<file path="src/rtl/log_class_argmin_if.sv">
// Streaming class-code input and decision readout bundle for log_class_argmin.
// Width parameters must match the ones given to the attached log_class_argmin.
interface log_class_argmin_if #(
  parameter int M       = 8,
  parameter int N_CLASS = 4
);
  localparam int CW = $clog2(N_CLASS);

  logic          start;
  logic          data_valid;
  logic [M-1:0]  data_in;
  logic          busy;
  logic          decision_valid;
  logic [CW-1:0] decision;
  logic [M-1:0]  best_code;
  logic [M-1:0]  margin;

  modport master (
    output start, data_valid, data_in,
    input  busy, decision_valid, decision, best_code, margin
  );

  modport slave (
    input  start, data_valid, data_in,
    output busy, decision_valid, decision, best_code, margin
  );
endinterface

</file>
<file path="src/rtl/log_class_argmin.sv">
// Serial argmin over N_CLASS -log2 probability codes: smallest code wins, lowest index on ties.
// Define LOG_MARGIN_EN to build second-best tracking and drive margin = second - best.
module log_class_argmin #(
  parameter int  M       = 8,
  parameter int  N_CLASS = 4,
  localparam int CW      = $clog2(N_CLASS)
) (
  input  logic              clk,
  input  logic              rst,
  log_class_argmin_if.slave bus
);

  typedef enum logic [1:0] {IDLE, COLLECT, DONE} state_t;

  state_t        state, state_nxt;
  logic [CW-1:0] cnt, cnt_base, cnt_nxt;
  logic [CW-1:0] idx, idx_base, idx_nxt;
  logic [M-1:0]  best, best_base, best_nxt;
  logic [CW-1:0] decision_q;
  logic [M-1:0]  best_code_q;
  logic          take;
  logic          last;

  // A start restarts the pass, and a code presented with it is already class 0.
  assign take = bus.data_valid && (bus.start || (state == COLLECT));
  assign last = take && (cnt_base == CW'(N_CLASS - 1));

  always_ff @(posedge clk) begin
    if (rst) state <= IDLE;
    else     state <= state_nxt;
  end

  always_comb begin
    state_nxt = state;
    case (state)
      IDLE:    if (bus.start) state_nxt = COLLECT;
      COLLECT: if (last) state_nxt = DONE;
               else if (bus.start) state_nxt = COLLECT;
      DONE:    if (bus.start) state_nxt = COLLECT;
      default: state_nxt = IDLE;
    endcase
  end

  always_comb begin
    bus.busy           = 1'b0;
    bus.decision_valid = 1'b0;
    case (state)
      COLLECT: bus.busy           = 1'b1;
      DONE:    bus.decision_valid = 1'b1;
      default: ;
    endcase
  end

  always_comb begin
    cnt_base  = bus.start ? '0 : cnt;
    idx_base  = bus.start ? '0 : idx;
    best_base = bus.start ? '1 : best;
    cnt_nxt   = cnt_base;
    idx_nxt   = idx_base;
    best_nxt  = best_base;
    if (take) begin
      cnt_nxt = cnt_base + CW'(1);
      if (bus.data_in < best_base) begin
        best_nxt = bus.data_in;
        idx_nxt  = cnt_base;
      end
    end
  end

  always_ff @(posedge clk) begin
    if (rst) begin
      cnt  <= '0;
      idx  <= '0;
      best <= '1;
    end else begin
      cnt  <= cnt_nxt;
      idx  <= idx_nxt;
      best <= best_nxt;
    end
  end

  // Result registers load on the edge that takes the final class.
  always_ff @(posedge clk) begin
    if (rst) begin
      decision_q  <= '0;
      best_code_q <= '0;
    end else if (last) begin
      decision_q  <= idx_nxt;
      best_code_q <= best_nxt;
    end else if (bus.start) begin
      decision_q  <= '0;
      best_code_q <= '0;
    end
  end

  assign bus.decision  = decision_q;
  assign bus.best_code = best_code_q;

`ifdef LOG_MARGIN_EN
  logic [M-1:0] second, second_base, second_nxt;
  logic [M-1:0] margin_q;

  always_comb begin
    second_base = bus.start ? '1 : second;
    second_nxt  = second_base;
    if (take) begin
      if (bus.data_in < best_base)        second_nxt = best_base;
      else if (bus.data_in < second_base) second_nxt = bus.data_in;
    end
  end

  always_ff @(posedge clk) begin
    if (rst) second <= '1;
    else     second <= second_nxt;
  end

  // second >= best always holds, so the difference never wraps.
  always_ff @(posedge clk) begin
    if (rst)            margin_q <= '0;
    else if (last)      margin_q <= second_nxt - best_nxt;
    else if (bus.start) margin_q <= '0;
  end

  assign bus.margin = margin_q;
`else
  assign bus.margin = '0;
`endif

endmodule

</file>
<file path="src/flat_wrapper.sv">
// flat-port wrapper written by rule: the top's interface ports become plain ports
module log_class_argmin_flat 
#(
  parameter int  M       = 8,
  parameter int  N_CLASS = 4,
  localparam int CW      = $clog2(N_CLASS)
)
  (clk, rst, bus_start, bus_data_valid, bus_data_in, bus_busy, bus_decision_valid, bus_decision, bus_best_code, bus_margin);
  log_class_argmin_if #(.M(M), .N_CLASS(N_CLASS)) bus_i ();
  input  logic clk;
  input  logic rst;
  input wire logic [$bits(bus_i.start)-1:0] bus_start;
  input wire logic [$bits(bus_i.data_valid)-1:0] bus_data_valid;
  input wire logic [$bits(bus_i.data_in)-1:0] bus_data_in;
  output wire logic [$bits(bus_i.busy)-1:0] bus_busy;
  output wire logic [$bits(bus_i.decision_valid)-1:0] bus_decision_valid;
  output wire logic [$bits(bus_i.decision)-1:0] bus_decision;
  output wire logic [$bits(bus_i.best_code)-1:0] bus_best_code;
  output wire logic [$bits(bus_i.margin)-1:0] bus_margin;
  assign bus_i.start = bus_start;
  assign bus_i.data_valid = bus_data_valid;
  assign bus_i.data_in = bus_data_in;
  assign bus_busy = bus_i.busy;
  assign bus_decision_valid = bus_i.decision_valid;
  assign bus_decision = bus_i.decision;
  assign bus_best_code = bus_i.best_code;
  assign bus_margin = bus_i.margin;
  log_class_argmin #(.M(M), .N_CLASS(N_CLASS)) u_core (.clk(clk), .rst(rst), .bus(bus_i));
endmodule
</file>
<file path="config.mk">
export PLATFORM = sky130hd
export DESIGN_NAME = log_class_argmin_flat
export DESIGN_NICKNAME = d
export VERILOG_FILES = /design/src/rtl/log_class_argmin_if.sv /design/src/rtl/log_class_argmin.sv /design/src/flat_wrapper.sv
export SDC_FILE = /design/constraint.sdc
export NUM_CORES = 1
export LEC_CHECK = 0
export CORE_ASPECT_RATIO = 1.2
export CORE_MARGIN = 3
export CORE_UTILIZATION = 46
export CTS_BUF_LIST = sky130_fd_sc_hd__clkbuf_4 sky130_fd_sc_hd__clkbuf_8
export CTS_CLUSTER_DIAMETER = 60
export CTS_CLUSTER_SIZE = 25
export DETAILED_ROUTE_END_ITERATION = 8
export PLACE_DENSITY = 0.77
export REMOVE_ABC_BUFFERS = 1
export SLEW_MARGIN = 0
export SYNTH_ARGS = -nofsm -noshare
export SYNTH_HDL_FRONTEND = slang
export SYNTH_SLANG_ARGS = --single-unit
export TNS_END_PERCENT = 1
</file>
<file path="constraint.sdc">
create_clock -name clk -period 2.65 [get_ports clk]
set_input_delay 0.265 -clock clk [delete_from_list [all_inputs] [get_ports clk]]
set_output_delay 0.265 -clock clk [all_outputs]
set_load 0.02 [all_outputs]
</file>
Word-level counts from Yosys, hierarchy flattened
Index checks and enable logic that the tools add are counted.
- reductions and logical operators: 6
- magnitude comparators: 1
- mux-type cells: 17
- eq/ne operators: 3
- add/sub/neg operators: 1
- operators with widths (cell ; number):
    two-way mux 8 bit ; 5
    two-way mux 2 bit ; 9
    less-than comparator 8 bit ; 1
    == test 2 bit, second input constant ; 2
    one-hot mux 2 bit (2 select lines) ; 1
    adder 2 x 1 -> 2 bit, second input constant ; 1
    == test 2 x 1 -> 1 bit, second input constant ; 1
    logical AND 1 bit ; 2
    logical NOT 2 bit ; 1
    two-way mux 1 bit ; 2
    nonzero test 2 bit ; 1
    OR reduction 2 bit ; 1
    logical OR 1 bit ; 1
- output and inout port bits: 20
- bits of input ports: 12
- word-level logic and storage cells: 34
- register bits: 24

Logic depth before layout (Yosys ltp)
- word-level depth: 6
- mapped depth: 11
- gate-level depth less buffers: 8

Worst setup path after synthesis
OpenSTA, ideal clock, no wires.
- path type: input port to flip-flop
- start point: in bus_start
- end point: reg u_core.best[6]
- path buffers: 4
- path slack: 0.075 ns
- stages: 11
- arrival time: 2.451 ns
- required time: 2.526 ns
- cells stage by stage: buf_4 clkbuf_1 clkbuf_1 nor2_1 ha_1 a211oi_1 nor2_1 or2_1 or3_1 buf_6 mux2i_1
- cells in the longest elaborated chain, start to end: 4
- RTL lines (item ; RTL line ; text):
    start, declared ; flat_wrapper.sv:12 ; input wire logic [$bits(bus_i.start)-1:0] bus_start;
    two-way mux 8 bit ; log_class_argmin.sv:57 ; best_base = bus.start ? '1 : best;
    less-than comparator 8 bit ; log_class_argmin.sv:63 ; if (bus.data_in < best_base) begin
    two-way mux 8 bit ; log_class_argmin.sv:63 ;
    two-way mux 8 bit * ; log_class_argmin.sv:61 ; if (take) begin
    end signal, assigned ; log_class_argmin.sv:78 ; best <= best_nxt;
    end, declared ; log_class_argmin.sv:18 ; logic [M-1:0] best, best_base, best_nxt;
Mark *: on every way between the ends. The rest lies on a longest branch, timed or not.
A chain may end at the register's enable or synchronous reset.

Worst setup path after layout
- start point: in bus_start
- end point: reg u_core.best[0]
Same word-level chain as after synthesis.

==> flow_summary_export.csv <==
group,metric,value,unit
status,outcome,"completed",
timing,rsz0062_at_grt,"no",
routing,routed_wl,3430,um
worst_setup_path,worstPathArrival,2.52,ns
cells_and_area,antenna_cells,0,
power_and_ir_drop,totalPowerFinal,0.769,mW
clocking,postCtsHoldBufs,0,
global_routing,grt_usage,19.6,%
worst_setup_path,worstPathMaxFanout,25,
cells_and_area,final_net_count,218,
clocking,cts_max_level,1,
worst_setup_path,timing.rr.start,"u_core.best[5]$_SDFF_PP1_",
synthesis,synth_seq_area_share,34.8,%
power_and_ir_drop,peakVddDrop,0.286,mV
synthesis,synth_top_area_share,34.8,%
cells_and_area,instances_no_fill,231,
worst_setup_path,cp_data_required_time,2.86,ns
power_and_ir_drop,p_leak,0.734,nW
clocking,clk_path_buf_depth,2,
worst_setup_path,critPathCaptureType,"register",
clocking,root_buffer,"clkbuf_4",
worst_setup_path,path_class,"in -> reg",
run,max_cap_viol_count,0,
floorplan,die_y,66,um
synthesis,synth_area,1380,um^2
synthesis,synth_area_leaders,"dfxtp_1 (35%), nor3_1 (11%), mux2i_1 (8.0%)",
cells_and_area,drive_above_1_share,7.61,%
placed_design,gp_congestion,0.806,
synthesis,ys_types,33,
worst_setup_path,reg2reg_slack,0.49,ns
synthesis,ys_ff_latch,24,
global_routing,grt_pass1_vias,1296,
global_routing,grt_max_degree,26,
placed_design,port_buffers,23,
min_path,hp-class,"reg -> reg",
timing,fin_tns_setup,0,ns
timing,fmax,0.432,GHz
routing,via_count,1330,
timing,hold_viol_final,0,
routing,via_per_inst,5.76,
synthesis,yosysWarnings,0,
global_routing,overflow,0,
cells_and_area,areaGrowthSynthToFinish,24.0,%
floorplan,num_rows,21,
global_routing,grt_pass1_wl,5710,um
worst_setup_path,worstReg2RegEnd,"u_core.best[0]$_SDFF_PP1_",
min_path,hp-start,"u_core.bus.best_code[5]$_SDFFE_PP0P_",
routing,drc,0,
routing,drt-pass1-iter-count,4,
timing,fin_crit,2.31,ns
clocking,path_clk_slew,0.13,ns
timing,clock-skew-final,0.0132,ns
synthesis,synth_cells,171,
clocking,cts.sinks,24,
timing,drv_slew,0,
floorplan,coreArea,2840,um^2
min_path,holdPathEnd,"u_core.bus.best_code[5]$_SDFFE_PP0P_",
routing,wl_per_cell,14.8,um
clocking,cts_tree,"done",
placed_design,dpl.hpwl,2550,um
floorplan,ios,32,
cells_and_area,n_fill_cell,270,
floorplan,die_w,56,um
worst_setup_path,start_kind,"primary input",
worst_setup_path,rr_worst_depth,8,
clocking,post-cts-setup-buffer-count,0,
synthesis,synth_area_per_cell,8.07,um^2
cells_and_area,final_util,60.3,%
floorplan,initial_core_util,48.6,%
min_path,hold_depth,2,
timing,min_period_over_period,87.3,%
clocking,cts_resized,0,
synthesis,netlist.top_cell.by_area,"dfxtp_1",
routing,route.antenna.remaining_nets,0,
clocking,numCtsBuffers,3,
floorplan,die_area,3700,um^2
power_and_ir_drop,power.density,449,nW/um^2
global_routing,antenna_found_initial,0,
timing,setup_viol,0,
placed_design,dp_cells,227,
routing,first_iter_violations,22,
clocking,clk_latency,0.32,ns
layer usage:
metal	vias up	share of wire [%]	track usage (%)
li1	647	-	-
met1	625	42	23.3
met2	45	49	32.9
met3	13	5.8	3.52
met4	0	2.9	11.6
met5	-	0	0
cell families (layout without fill, tap and decap cells):
group | after synthesis | in the layout | share of synthesized area (%)
and+or+nand+nor | 79 | 79 | 25.6
AOI/OAI and AO/OA | 25 | 25 | 14.3
DFF | 24 | 24 | 34.8
buffers and inverters | 22 | 41 | 9.16
muxes | 11 | 11 | 7.98
adders and majority gates | 8 | 8 | 7.25
other | 1 | 8 | 0.272
xor gates and xnor gates | 1 | 1 | 0.635
layout by cell type (no fill, tap or decap), types with 3 or more instances in the layout:
cell type,count
nor3_1,30
nor2_1,25
dfxtp_1,24
clkdlybuf4s50_1,23
nand2_1,18
mux2i_1,11
buf_4,10
ha_1,8
conb_1,8
o41ai_1,7
inv_1,3
o21ai_0,3
clkbuf_4,3
worst max-delay path, cell delays in order:
cell and delay, ns:
clkdlybuf4s50_1 0.54, buf_12 0.18, nor2_1 0.06, ha_1 0.19
a211oi_1 0.26, nor2_1 0.10, or2_1 0.23, or3_1 0.39
buf_4 0.18, mux2i_1 0.12
area by class of cell:
class / count / area (um^2) / share of cell area (%)
sequential: 24 / 480 / 28.1
clock buffer: 3 / 22.5 / 1.32
timing repair buffer: 34 / 325 / 19.0
inverter: 3 / 11.3 / 0.658
tap: 34 / 42.5 / 2.49
multi-input combinational: 132 / 800 / 46.7
clock inverter: 1 / 30.0 / 1.75
how the worst max path moves through the flow:
| stage | startpoint | to | cells past startpoint |
|---|---|---|---|
| floorplan | u_core.best[5]$_SDFF_PP1_ | u_core.best[0]$_SDFF_PP1_ | 7 |
| global placement | bus_start | u_core.best[1]$_SDFF_PP1_ | 10 |
| detailed placement | bus_start | u_core.best[0]$_SDFF_PP1_ | 10 |
| CTS | bus_start | u_core.best[0]$_SDFF_PP1_ | 10 |
| global route | bus_start | u_core.idx[1]$_SDFF_PP0_ | 10 |
| finish | bus_start | u_core.best[0]$_SDFF_PP1_ | 10 |
metrics by stage:
step	setup WS, ns	instance area [um^2]	hold slack (ns)
3_5_place_dp	0.0342	1660	0.435
5_1_grt	0.264	1710	0.498
6_report	0.337	1710	0.468
2_1_floorplan	0.482	1290	0.337
3_3_place_gp	0.106	1660	0.433
4_1_cts	0.346	1710	0.472
synth_stat cells:
library cell / n
nor3_1: 30
nor2_1: 25
dfxtp_1: 24
nand2_1: 18
mux2i_1: 11
buf_4: 9
ha_1: 8
o41ai_1: 7
clkbuf_1: 6
inv_1: 3
o21ai_0: 3
buf_2: 2
o2111ai_1: 2
o21a_1: 2
o311ai_1: 2
or3_1: 2
a211oi_1: 1
a21boi_0: 1
a21o_1: 1
a2bb2oi_1: 1
a32oi_1: 1
and2b_1: 1
and4_1: 1
buf_1: 1
buf_6: 1
conb_1: 1
nor2b_1: 1
o211a_1: 1
o21ai_1: 1
o31a_1: 1
o31ai_1: 1
or2_1: 1
xnor2_1: 1
where the power goes:
part | internal [mW] | switching [mW]
clock | 0.153 | 0.116
combinational | 0.0529 | 0.0690
sequential | 0.370 | 0.00803
sequential cells by signal, summed over array words and instances, names as in the netlist:
register,flops
u_core.bus.best_code,8
u_core.bus.decision,2
u_core.state,2
u_core.best,8
u_core.cnt,2
u_core.idx,2
Note: power is estimated with default switching activity, not from simulation.
